===== src/rtl/bcd_pkg.sv =====
// Shared types and constants for the sequential binary-to-BCD converter.
package bcd_pkg;

    localparam int DIGIT_W = 4;

    typedef enum logic [1:0] {
        IDLE  = 2'd0,
        SHIFT = 2'd1,
        DONE  = 2'd2
    } state_t;

    function automatic int ceil_log2(input int value);
        int result;
        result = 0;
        while ((32'sd1 << result) < value) begin
            result = result + 1;
        end
        return result;
    endfunction

endpackage


===== src/rtl/bcd_seq_converter_digit_cell.sv =====
// One BCD digit of the double-dabble chain: add-3 adjust followed by a one-bit left shift.
module bcd_digit_cell
    import bcd_pkg::*;
(
    input  logic [DIGIT_W-1:0] digit,
    input  logic               shift_in,
    output logic [DIGIT_W-1:0] digit_next,
    output logic               carry_out
);

    logic [DIGIT_W-1:0] adj_s;

    // Digits of 5 or more get +3 so the following doubling carries correctly in decimal
    always_comb begin
        if (digit >= 4'd5) begin
            adj_s = digit + 4'd3;
        end else begin
            adj_s = digit;
        end
    end

    assign digit_next = {adj_s[DIGIT_W-2:0], shift_in};
    assign carry_out  = adj_s[DIGIT_W-1];

endmodule


===== src/rtl/bcd_seq_converter.sv =====
// Sequential binary-to-BCD converter: one input bit per clock, start/ready/done handshake.
module bcd_seq_converter
    import bcd_pkg::*;
#(
    parameter int WIDTH  = 16,
    parameter int DIGITS = 5
) (
    input  logic                      clk,
    input  logic                      reset,
    input  logic                      start,
    input  logic                      is_signed,
    input  logic [WIDTH-1:0]          bin_in,
    output logic                      ready,
    output logic                      busy,
    output logic                      done,
    output logic [DIGIT_W*DIGITS-1:0] bcd_out,
    output logic                      neg,
    output logic                      ovf
);

    localparam int CNT_W = ceil_log2(WIDTH);
    localparam int BCD_W = DIGIT_W * DIGITS;

    state_t             state_r;
    state_t             state_nxt_s;
    logic [WIDTH-1:0]   mag_r;
    logic [BCD_W-1:0]   work_r;
    logic [BCD_W-1:0]   work_nxt_s;
    logic               neg_work_r;
    logic               ovf_work_r;
    logic [CNT_W-1:0]   cnt_r;
    logic [DIGITS:0]    chain_s;
    logic               last_bit_s;

    assign chain_s[0] = mag_r[WIDTH-1];
    assign last_bit_s = (cnt_r == {CNT_W{1'b0}});

    // The top digit's carry-out is the bit lost off the end, which drives overflow
    for (genvar g = 0; g < DIGITS; g++) begin : g_digit
        bcd_digit_cell u_cell (
            .digit      (work_r[g*DIGIT_W +: DIGIT_W]),
            .shift_in   (chain_s[g]),
            .digit_next (work_nxt_s[g*DIGIT_W +: DIGIT_W]),
            .carry_out  (chain_s[g+1])
        );
    end

    // State register
    always_ff @(posedge clk or negedge reset) begin
        if (!reset) begin
            state_r <= IDLE;
        end else begin
            state_r <= state_nxt_s;
        end
    end

    // Next-state decode
    always_comb begin
        state_nxt_s = state_r;
        case (state_r)
            IDLE: begin
                if (start) begin
                    state_nxt_s = SHIFT;
                end else begin
                    state_nxt_s = IDLE;
                end
            end
            SHIFT: begin
                if (last_bit_s) begin
                    state_nxt_s = DONE;
                end else begin
                    state_nxt_s = SHIFT;
                end
            end
            DONE:    state_nxt_s = IDLE;
            default: state_nxt_s = IDLE;
        endcase
    end

    // Status flags registered from the next state, so they always mirror state_r
    always_ff @(posedge clk or negedge reset) begin
        if (!reset) begin
            ready <= 1'b1;
            busy  <= 1'b0;
            done  <= 1'b0;
        end else begin
            ready <= (state_nxt_s == IDLE);
            busy  <= (state_nxt_s != IDLE);
            done  <= (state_nxt_s == DONE);
        end
    end

    // Working registers: load magnitude on acceptance, shift once per SHIFT cycle
    always_ff @(posedge clk or negedge reset) begin
        if (!reset) begin
            mag_r      <= {WIDTH{1'b0}};
            work_r     <= {BCD_W{1'b0}};
            neg_work_r <= 1'b0;
            ovf_work_r <= 1'b0;
            cnt_r      <= {CNT_W{1'b0}};
        end else begin
            case (state_r)
                IDLE: begin
                    if (start) begin
                        if (is_signed && bin_in[WIDTH-1]) begin
                            mag_r <= ~bin_in + {{(WIDTH-1){1'b0}}, 1'b1};
                        end else begin
                            mag_r <= bin_in;
                        end
                        work_r     <= {BCD_W{1'b0}};
                        neg_work_r <= is_signed & bin_in[WIDTH-1];
                        ovf_work_r <= 1'b0;
                        cnt_r      <= CNT_W'(WIDTH - 1);
                    end
                end
                SHIFT: begin
                    mag_r      <= {mag_r[WIDTH-2:0], 1'b0};
                    work_r     <= work_nxt_s;
                    ovf_work_r <= ovf_work_r | chain_s[DIGITS];
                    if (!last_bit_s) begin
                        cnt_r <= cnt_r - {{(CNT_W-1){1'b0}}, 1'b1};
                    end
                end
                default: begin
                    cnt_r <= cnt_r;
                end
            endcase
        end
    end

    // Result registers take the final shift's value and then hold through later conversions
    always_ff @(posedge clk or negedge reset) begin
        if (!reset) begin
            bcd_out <= {BCD_W{1'b0}};
            neg     <= 1'b0;
            ovf     <= 1'b0;
        end else if (state_r == SHIFT && last_bit_s) begin
            bcd_out <= work_nxt_s;
            neg     <= neg_work_r;
            ovf     <= ovf_work_r | chain_s[DIGITS];
        end
    end

endmodule


===== config.mk =====
export PLATFORM = sky130hd
export DESIGN_NAME = bcd_seq_converter
export DESIGN_NICKNAME = d
export VERILOG_FILES = /design/src/rtl/bcd_pkg.sv /design/src/rtl/bcd_seq_converter_digit_cell.sv /design/src/rtl/bcd_seq_converter.sv
export SDC_FILE = /design/constraint.sdc
export NUM_CORES = 1
export LEC_CHECK = 0
export ABC_AREA = 1
export ABC_CLOCK_PERIOD_IN_PS = 2000
export BUFFER_PORTS_ARGS = -buffer_cell sky130_fd_sc_hd__clkbuf_2
export CAP_MARGIN = 20
export CELL_PAD_IN_SITES_DETAIL_PLACEMENT = 1
export CELL_PAD_IN_SITES_GLOBAL_PLACEMENT = 1
export CORE_AREA = 2 2 92 94
export CTS_BUF_LIST = sky130_fd_sc_hd__clkbuf_8
export DETAILED_ROUTE_END_ITERATION = 7
export DIE_AREA = 0 0 94 96
export GPL_TIMING_DRIVEN = 1
export PLACE_DENSITY = 0.82
export SLEW_MARGIN = 20
export SYNTH_ARGS = -nofsm -noshare
export SYNTH_HDL_FRONTEND = slang
export SYNTH_SLANG_ARGS = --single-unit

===== constraint.sdc =====
create_clock -name clk -period 2 [get_ports clk]
set_input_delay 0.1 -clock clk [delete_from_list [all_inputs] [get_ports clk]]
set_output_delay 0.1 -clock clk [all_outputs]
set_load 0.01 [all_outputs]

==> results of run 1 <==
per-layer routing:
layer / track usage [%] / vias to the layer above
met1: 22.6 / 1422
met3: 4.07 / 11
li1: - / 1445
met2: 36.3 / 52
met4: 6.16 / 0
met5: 0 / -
stage by stage:
step / std cells / hold slack (ns) / total power [uW] / instance area, um2
6_report: 567 / 0.0475 / 6510 / 4050
5_1_grt: 567 / 0.0541 / 7100 / 4050
4_1_cts: 567 / 0.0364 / 6580 / 4050
3_5_place_dp: 550 / 0.140 / 5340 / 3820
3_3_place_gp: 550 / 0.136 / 5140 / 3820
2_1_floorplan: 408 / -0.196 / 4450 / 3500
cell usage after synthesis:
cell type / n / share of area [%]
a22oi_1: 13 / 2.8
nor2_1: 19 / 2.0
a21oi_1: 8 / 1.1
nand3_1: 27 / 3.9
nor3_1: 2 / 0.29
ha_1: 12 / 4.3
clkinv_1: 1 / 0.11
dfrtp_1: 68 / 49
o22ai_1: 20 / 3.6
o211ai_1: 1 / 0.21
o21ai_2: 10 / 2.5
nand4_1: 1 / 0.18
inv_2: 1 / 0.11
nor2_2: 2 / 0.36
o21ai_1: 10 / 1.4
dfstp_2: 1 / 0.75
clkbuf_1: 2 / 0.21
nand2_1: 98 / 11
o21ai_0: 32 / 4.6
nor2_4: 2 / 0.64
xor2_1: 13 / 3.3
buf_2: 7 / 1.0
inv_1: 51 / 5.5
inv_4: 2 / 0.36
nor2_8: 1 / 0.57
buf_6: 3 / 0.97
a31oi_1: 1 / 0.18
flip-flops by register name (all words and copies together), names as in the netlist, 2 cells and up:
| name | cells |
|---|---|
| bcd_out | 20 |
| cnt_r | 4 |
| mag_r | 16 |
| state_r | 2 |
| work_r | 20 |
report_power, final:
| group | total [uW] | internal, uW | switching (uW) |
|---|---|---|---|
| combinational | 2870 | 1050 | 1830 |
| sequential | 2440 | 2050 | 382 |
| clock | 1190 | 672 | 522 |
| total | 6510 | 3770 | 2730 |
path summary, 6_finish.rpt:
path / start / endpoint / slack (ns) / cells after the start
hold reg to reg: ovf$_DFFE_PN0P_ / ovf$_DFFE_PN0P_ / 0.49 / 2
setup / recovery: cnt_r[0]$_DFFE_PN0P_ / bcd_out[17]$_DFFE_PN0P_ / 0.35 / 7
max in group asynchronous: reset / ready$_DFF_PN1_ / 1.00 / 3
hold / removal: bin_in[15] / mag_r[15]$_DFFE_PN0P_ / 0.05 / 3
min in group asynchronous: reset / bcd_out[3]$_DFFE_PN0P_ / 0.29 / 2
setup reg to reg: cnt_r[0]$_DFFE_PN0P_ / bcd_out[17]$_DFFE_PN0P_ / 0.35 / 7
critical path, cell delays in order (launching register included):
cell,delay [ns]
dfrtp_1,0.36
inv_1,0.10
ha_1,0.21
nand3_1,0.22
nor2_8,0.20
inv_4,0.18
nand2_1,0.13
o21ai_1,0.08
layout by cell type, fill, tap and decap left out:
cell type	n
nor3_1	2
clkbuf_8	12
clkbuf_2	43
buf_12	1
inv_4	2
inv_1	52
dlygate4sd3_1	1
buf_2	1
a31oi_1	1
ha_1	12
clkinvlp_4	1
a21oi_1	8
buf_4	4
xor2_1	13
clkinv_1	1
nand4_1	1
o21ai_2	10
dfstp_2	1
nand2_1	98
o211ai_1	1
dfrtp_1	68
clkinv_2	1
nor2_1	19
nor2_8	1
nand3_1	27
o21ai_0	32
nor2_4	2
nor2_2	2
bufinv_16	1
o22ai_1	20
a22oi_1	13
o21ai_1	10
inv_2	1
layout make-up:
| cell class | count | area (um2) |
|---|---|---|
| fillers | 1001 | 4010 |
| flip-flops and latches | 69 | 1730 |
| multi-input cells | 272 | 1480 |
| repair buffers | 50 | 280 |
| inverters | 55 | 211 |
| clock buffers | 12 | 165 |
| well taps | 105 | 131 |
| clock inverters | 4 | 46.3 |
cell families (layout without fill, tap and decap cells):
kind of cell	after synthesis	after routing	synth area share, %
simple gates	152	152	18.4
compound gates	95	95	16.4
flops	69	69	49.4
buf+inv	67	121	8.22
xor+xnor	13	13	3.25
fa+ha+maj	12	12	4.29
what timing repair did:
action                     CTS  global route
hold endpoints to repair    24             0
setup endpoints to repair    0             0
hold buffers                 1             0
==> metrics.yaml, run 1 <==
skew_ns: 0.00844
finalWirelength_um: 8020
dr.pass1.iters: 4
period_minus_slack_ns: 1.65
wl_met3_um: 251
wl_met2_um: 4100
drv_cap: 0
critical_path_class: "flop to flop"
insertion_delay_ns: 0.35
final_util_pct: 50.3
clkTransAtPathRegs_ns: 0.07
syn-mean-instance-area_um2: 8.58
synth_area_um2: 3500
p_leak_uw: 0.00205
setup_tns_ns: 0
cts_buffers: 9
post-route-period-util_pct: 82.5
dieArea_um2: 9020
cts.sinks: 69
area_growth_pct: 15.6
path_max_fanout: 42
start_util_pct: 43.5
yosys_warnings: 0
max_slew.worst_pin.slew_ns: 0.608
yosysUniqueCellTypes: 27
io_buffers: 44
cts_root_buf: "clkbuf_8"
hpwlAfterDp_um: 5850
ir_drop_mv: 0.428
layout.nets: 489
fmax_mhz: 606
hold_class: "input pin to flop"
final-setup-viol-count: 0
ys_seq_area_share_pct: 49.4
drive_gt1_share_pct: 18.0
ios: 45
setup_ws_ns: 0.350
drtIter0Drc: 73
top_layer: "met4"
vias: 2930
grt_pass1_wl_um: 13800
cp-end-kind: "flop"
die_width_um: 94
cts_tree: "yes"
die_h_um: 96
core.rowCount: 33
coreArea_um2: 8050
h-tree-depth: 3
grt_overflow: 0
ant_nets: 0
wl_per_cell_um: 14.1
power_density_nw_per_um2: 1610
place_congestion: 0.799
grt_max_degree: 46
startpoint_type: "flop"
arrival_ns: 1.86
max_slew_margin_pct: 59.5
viasPerCell: 5.17
synth_cells: 408
ctsResizeCount: 0
antenna_found_initial: 0
worstPathRequired_ns: 2.21
post-cts-setup-buffers: 0
antenna_cells: 0
grt_pass1_vias: 2992
mappedNetlistNets: 440
finalMaxSlewViolations: 0
ys_ff_latch: 69
post-place-ws_ns: 0.352
outcome: "finished, final reports clean"
clockBufferDepth: 2
grt.total_usage_pct: 19.5
rsz0062_at_grt: "no"
drc_errors: 0
hold_viol: 0
wl_met1_um: 3550
Note: power is estimated with default switching activity, not from simulation.
==> run 2, diff against run 1 <==
--- a/config.mk
+++ b/config.mk
@@ -5,18 +5,18 @@
 export SDC_FILE = /design/constraint.sdc
 export NUM_CORES = 1
 export LEC_CHECK = 0
-export ABC_AREA = 1
-export ABC_CLOCK_PERIOD_IN_PS = 2000
+export ABC_AREA = 0
+export ABC_CLOCK_PERIOD_IN_PS = 1600
 export BUFFER_PORTS_ARGS = -buffer_cell sky130_fd_sc_hd__clkbuf_2
 export CAP_MARGIN = 20
 export CELL_PAD_IN_SITES_DETAIL_PLACEMENT = 1
 export CELL_PAD_IN_SITES_GLOBAL_PLACEMENT = 1
-export CORE_AREA = 2 2 92 94
+export CORE_AREA = 2 2 90 92
 export CTS_BUF_LIST = sky130_fd_sc_hd__clkbuf_8
 export DETAILED_ROUTE_END_ITERATION = 7
-export DIE_AREA = 0 0 94 96
+export DIE_AREA = 0 0 92 94
 export GPL_TIMING_DRIVEN = 1
-export PLACE_DENSITY = 0.82
+export PLACE_DENSITY = 0.8
 export SLEW_MARGIN = 20
 export SYNTH_ARGS = -nofsm -noshare
 export SYNTH_HDL_FRONTEND = slang
==> constraint.sdc (replaced) <==
create_clock -name clk -period 1.6 [get_ports clk]
set_input_delay 0.08 -clock clk [delete_from_list [all_inputs] [get_ports clk]]
set_output_delay 0.08 -clock clk [all_outputs]
set_load 0.01 [all_outputs]
==> metrics.yaml, run 2 <==
outcome: "finished, final reports clean"
cts_buffers: 9
die_width_um: 92
power_switching_uw: 3250
skew_ns: 0.00661
grt_overflow: 0
critPathSlowestCell: "or4_1"
power_density_nw_per_um2: 1910
cts_root_buf: "clkbuf_8"
ios: 45
synth_edf_count: 0
power.total_uw: 8040
final-setup-viol-count: 0
p_leak_uw: 0.00189
setup_ws_ns: 0.0515
grt_pass1_vias: 3011
yosys_warnings: 0
grt_pass1_wl_um: 14100
synth_mux_area_share_pct: 1.35
post-route-period-util_pct: 96.8
clkTransAtPathRegs_ns: 0.08
cp-end-kind: "flop"
drc_errors: 0
yosysTopAreaCell: "dfrtp_1"
arrival_ns: 1.78
startpoint: "state_r[1]$_DFF_PN0_"
max_slew.worst_pin.slew_ns: 0.378
setup_tns_ns: 0
grt.total_usage_pct: 20.8
synth_top_cell_area_share_pct: 50.9
drtIter0Drc: 69
cp_num_cells: 3
antenna_cells: 0
drv_cap: 0
cts.sinks: 69
crit_family: "simple AND/OR/NAND/NOR gates"
pwr-share-comb_pct: 45.7
io_buffers: 44
synthAdderAreaFrac_pct: 4.49
synthTopCellsByArea: "dfrtp_1, o21ai_0, nand2_1"
ys.flop_type: "dfrtp_1"
reg_top3: "bcd_out x20, work_r x20, mag_r x16"
synth_compound_gate_area_share_pct: 19.3
dieArea_um2: 8650
final_common_cell: "dfrtp_1"
synth_area_um2: 3340
h-tree-depth: 3
place_congestion: 0.796
antenna_found_initial: 0
dr.pass1.iters: 4
period_minus_slack_ns: 1.55
switching_share_pct: 40.4
path_cells: "or2_1 -> or4_1 -> a211o_1"
path_max_fanout: 4
yosysUniqueCellTypes: 41
start_util_pct: 44.0
final_area_um2: 4200
syn-mean-instance-area_um2: 9.78
worst_r2r_endpoint: "cnt_r[3]$_DFFE_PN0P_"
mappedNetlistNets: 374
ys_ff_latch: 69
final_util_pct: 55.3
max_slew_margin_pct: 74.5
vias: 2827
yosys-top-cells-count: "dfrtp_1, nand2_1, o21ai_0"
die_h_um: 94
grt_max_degree: 70
fmax_mhz: 646
hpwlAfterDp_um: 5830
synth_cells: 342
coreArea_um2: 7610
dpl_cell_area_um2: 3800
ir_drop_mv: 0.539
cts_tree: "yes"
wl_per_cell_um: 16.9
startpoint_type: "flop"
final_cell_mix: "dfrtp_1, clkbuf_2, nand2_1"
critPathBufInv: 0
viasPerCell: 5.44
worstPathRequired_ns: 1.83
core.rowCount: 32
ant_nets: 0
reg2reg_depth: 3
p_int_uw: 4800
r2r_slack_ns: 0.05
slowest_delay_ns: 0.44
hold_viol: 0
synth-xor-area-share_pct: 4.71
layout.nets: 445
critical_path_class: "flop to flop"
yosysMostFrequentCell: "dfrtp_1"
yosys.area_share.simple_pct: 14.5
finalMaxSlewViolations: 0
hold_class: "input pin to flop"
async_flop_share_pct: 100
ys_seq_area_share_pct: 51.7
p_seq_share_pct: 38.4
worstSetupEndpoint: "cnt_r[3]$_DFFE_PN0P_"
clkPwrFrac_pct: 16.0
area_growth_pct: 25.7
synth_top_family_by_area: "compound AO/OA/AOI/OAI gates"
r2r-start: "state_r[1]$_DFF_PN0_"
post-place-ws_ns: -0.157
drive_gt1_share_pct: 31.8
insertion_delay_ns: 0.34
finalWirelength_um: 8760
clockBufferDepth: 2
## run 2: power groups by stage
stage / Combinational [uW] / Clock (uW) / Sequential, uW
6_report: 3670 / 1280 / 3090
5_1_grt: 4120 / 1380 / 3180
3_5_place_dp: 3290 / 0 / 3050
3_3_place_gp: 3080 / 0 / 2990
4_1_cts: 3470 / 1310 / 3040
2_1_floorplan: 1990 / 0 / 3020
## run 2: cells by family after synthesis
kind of cell / after synthesis
XOR/XNOR: 18
multiplexers: 4
flip-flops: 69
AO/OA/AOI/OAI: 109
buffers and inverters: 34
adder cells (fa/ha/maj): 12
AND/OR/NAND/NOR: 96
## run 2: through the flow
| step | cells | hold WS (ns) |
|---|---|---|
| 2_1_floorplan | 342 | -0.216 |
| 3_3_place_gp | 493 | 0.131 |
| 3_5_place_dp | 493 | 0.135 |
| 4_1_cts | 517 | 0.0353 |
| 5_1_grt | 520 | 0.0644 |
| 6_report | 520 | 0.0395 |
## run 2: layout make-up
class / count / area (um2)
flip-flops and latches: 69 / 1730
fillers: 882 / 3400
multi-input cells: 239 / 1590
clock buffers: 11 / 151
well taps: 102 / 128
repair buffers: 76 / 504
inverters: 18 / 76.3
clock inverters: 5 / 26.3
## run 2: tightest hold or removal path: stages
cell and delay, ns:
clkbuf_2 0.10, xor2_1 0.06, o21ai_1 0.10
## run 2: worst min-delay path by stage
stage	endpoint	slack, ns	cells after the start	start
floorplan	bcd_out[0]$_DFFE_PN0P_	-0.22	0	reset
global placement	bcd_out[4]$_DFFE_PN0P_	0.13	2	reset
finish	mag_r[13]$_DFFE_PN0P_	0.04	3	bin_in[13]
CTS	mag_r[13]$_DFFE_PN0P_	0.04	3	bin_in[13]
detailed placement	bcd_out[4]$_DFFE_PN0P_	0.13	2	reset
global route	mag_r[14]$_DFFE_PN0P_	0.06	3	bin_in[14]
## run 2: per-layer routing
layer  track usage [%]  up-vias  routed length [um]
met1              24.7     1419                3740
met2              36.9       49                4630
met5                 0        -                   0
li1                  -     1348                   -
met3              4.41       11                 271
met4              8.21        0                 123
## run 2: timing repair
action,in CTS,in global routing
hold buffers,3,0
endpoints found under the hold margin,70,0
pin swaps,3,9
setup buffers,5,5
endpoints found under the setup margin,25,45
gates resized for setup,17,29
==> run 3, diff against run 2 <==
--- a/config.mk
+++ b/config.mk
@@ -11,13 +11,14 @@
 export CAP_MARGIN = 20
 export CELL_PAD_IN_SITES_DETAIL_PLACEMENT = 1
 export CELL_PAD_IN_SITES_GLOBAL_PLACEMENT = 1
-export CORE_AREA = 2 2 90 92
+export CORE_AREA = 2 2 91 93
 export CTS_BUF_LIST = sky130_fd_sc_hd__clkbuf_8
 export DETAILED_ROUTE_END_ITERATION = 7
-export DIE_AREA = 0 0 92 94
+export DIE_AREA = 0 0 93 95
 export GPL_TIMING_DRIVEN = 1
-export PLACE_DENSITY = 0.8
+export PLACE_DENSITY = 0.74
 export SLEW_MARGIN = 20
 export SYNTH_ARGS = -nofsm -noshare
 export SYNTH_HDL_FRONTEND = slang
+export SYNTH_HIERARCHICAL = 1
 export SYNTH_SLANG_ARGS = --single-unit
==> metrics.yaml, run 3 <==
grt_max_degree: 28
setup_tns_ns: 0
cts_tree: "yes"
switching_share_pct: 37.5
drc_errors: 0
dieArea_um2: 8840
p_leak_uw: 0.00197
syn-mean-instance-area_um2: 10.8
final_cell_mix: "dfrtp_1, clkbuf_2, nand2_1"
reg_top3: "bcd_out x20, work_r x20, mag_r x16"
vias: 2576
finalWirelength_um: 7700
setup_ws_ns: 0.0547
critical_path_class: "flop to flop"
synth_cells: 323
drive_gt1_share_pct: 34.3
final_common_cell: "dfrtp_1"
final-setup-viol-count: 0
grt_pass1_wl_um: 12600
grt_pass1_vias: 2692
path_cells: "ha_1 -> nand2b_1 -> a21oi_2 -> mux2i_1 -> mux2_2"
power_density_nw_per_um2: 2030
mappedNetlistNets: 355
final_util_pct: 52.7
fmax_mhz: 647
skew_ns: 0.00797
clkPwrFrac_pct: 16.8
cts_root_buf: "clkbuf_8"
wl_per_cell_um: 15.8
outcome: "finished, final reports clean"
ys_seq_area_share_pct: 49.7
synth_edf_count: 0
io_buffers: 44
yosys_warnings: 6
hold_class: "input pin to flop"
place_congestion: 0.767
clockBufferDepth: 2
dr.pass1.iters: 4
ant_nets: 0
yosysMostFrequentCell: "dfrtp_1"
finalMaxSlewViolations: 0
startpoint_type: "flop"
h-tree-depth: 3
post-place-ws_ns: -0.0225
area_growth_pct: 20.2
p_int_uw: 5300
period_minus_slack_ns: 1.55
yosysUniqueCellTypes: 42
grt_overflow: 0
dpl_cell_area_um2: 3850
coreArea_um2: 7930
cts.sinks: 69
p_seq_share_pct: 37.2
synth_area_um2: 3480
drtIter0Drc: 45
worstPathRequired_ns: 1.87
post-route-period-util_pct: 96.6
hpwlAfterDp_um: 5450
cts_buffers: 9
max_slew_margin_pct: 63.6
insertion_delay_ns: 0.33
ys_ff_latch: 69
power_switching_uw: 3170
multi_input_area_um2: 1650
final_area_um2: 4180
die_h_um: 95
path_max_fanout: 5
hold_viol: 0
slowest_delay_ns: 0.44
cp-end-kind: "flop"
pwr-share-comb_pct: 46.0
arrival_ns: 1.81
start_util_pct: 43.8
layout.nets: 411
core.rowCount: 33
antenna_found_initial: 0
synthTopCellsByArea: "dfrtp_1, mux2_2, a22o_1"
drv_cap: 0
nFillCells: 896
ys.flop_type: "dfrtp_1"
regArea_um2: 1730
ios: 45
die_width_um: 93
ir_drop_mv: 0.569
synth_top_cell_area_share_pct: 49.0
critPathSlowestCell: "dfrtp_2"
timing.hold.ws_ns: 0.0278
async_flop_share_pct: 100
max_slew.worst_pin.slew_ns: 0.545
viasPerCell: 5.29
grt.total_usage_pct: 18.3
antenna_cells: 0
yosys-top-cells-count: "dfrtp_1, nand2_1, o21ai_0"
clkTransAtPathRegs_ns: 0.07
yosysTopAreaCell: "dfrtp_1"
==> run 3: cells by family (layout without fill, tap and decap cells) <==
group	count (synthesis)	after routing	share of synthesized area, %
xor gates and xnor gates	18	18	4.54
muxes	27	27	8.53
DFF	69	69	49.7
adders and majority gates	12	12	4.32
and+or+nand+nor	77	77	11.6
AOI/OAI and AO/OA	85	85	16.7
buffers and inverters	35	94	4.57
==> run 3: what timing repair did <==
action / CTS / global route
hold buffers: 1 / 0
gates cloned: 0 / 0
pin swaps: 0 / 7
endpoints found under the setup margin: 21 / 15
resized for setup: 0 / 21
endpoints found under the hold margin: 19 / 0
buffers inserted: 1 / 7
==> run 3: per-stage QoR <==
stage	instances	total power, uW
5_1_grt	487	9160
3_5_place_dp	464	6730
6_report	487	8470
4_1_cts	480	8210
2_1_floorplan	323	5700
3_3_place_gp	464	6470
==> run 3: layout make-up <==
cell class | count | share of cell area [%]
Clock inverter | 2 | 0.808
Inverter | 17 | 1.62
Clock buffer | 12 | 3.95
Timing Repair Buffer | 63 | 9.64
Tap cell | 105 | 3.14
Multi-Input combinational cell | 219 | 39.4
Sequential cell | 69 | 41.5
==> run 3: final timing paths <==
check | from | endpoint | slack [ns] | depth (start not counted)
max | work_r[12]$_DFFE_PN0P_ | bcd_out[14]$_DFFE_PN0P_ | 0.05 | 5
min | bin_in[15] | mag_r[15]$_DFFE_PN0P_ | 0.03 | 3
max in group asynchronous | reset | ready$_DFF_PN1_ | 0.74 | 3
min in group asynchronous | reset | cnt_r[3]$_DFFE_PN0P_ | 0.26 | 2
min reg2reg | mag_r[0]$_DFFE_PN0P_ | mag_r[0]$_DFFE_PN0P_ | 0.48 | 2
max reg2reg | work_r[12]$_DFFE_PN0P_ | bcd_out[14]$_DFFE_PN0P_ | 0.05 | 5
==> run 3: power by group through the flow <==
stage	Clock, uW	Sequential (uW)	Combinational [uW]
after floorplan	0	3120	2570
after global placement	0	3100	3370
after detailed placement	0	3160	3570
after CTS	1470	3140	3600
after global routing	1550	3250	4360
final	1420	3150	3890
==> run 3: critical path, delay by kind of cell (launching register included) <==
kind,cells,cell delay (ns)
mux,2,0.49
flops,1,0.44
fa+ha+maj,1,0.20
compound gates,1,0.19
simple gates,1,0.16
==> run 3: layer usage <==
metal / global-route usage (%) / up-vias / routed length, um
li1: - / 1232 / -
met1: 23.2 / 1297 / 3550
met2: 31.1 / 39 / 3840
met3: 4.07 / 8 / 235
met4: 6.37 / 0 / 74
met5: 0 / - / 0
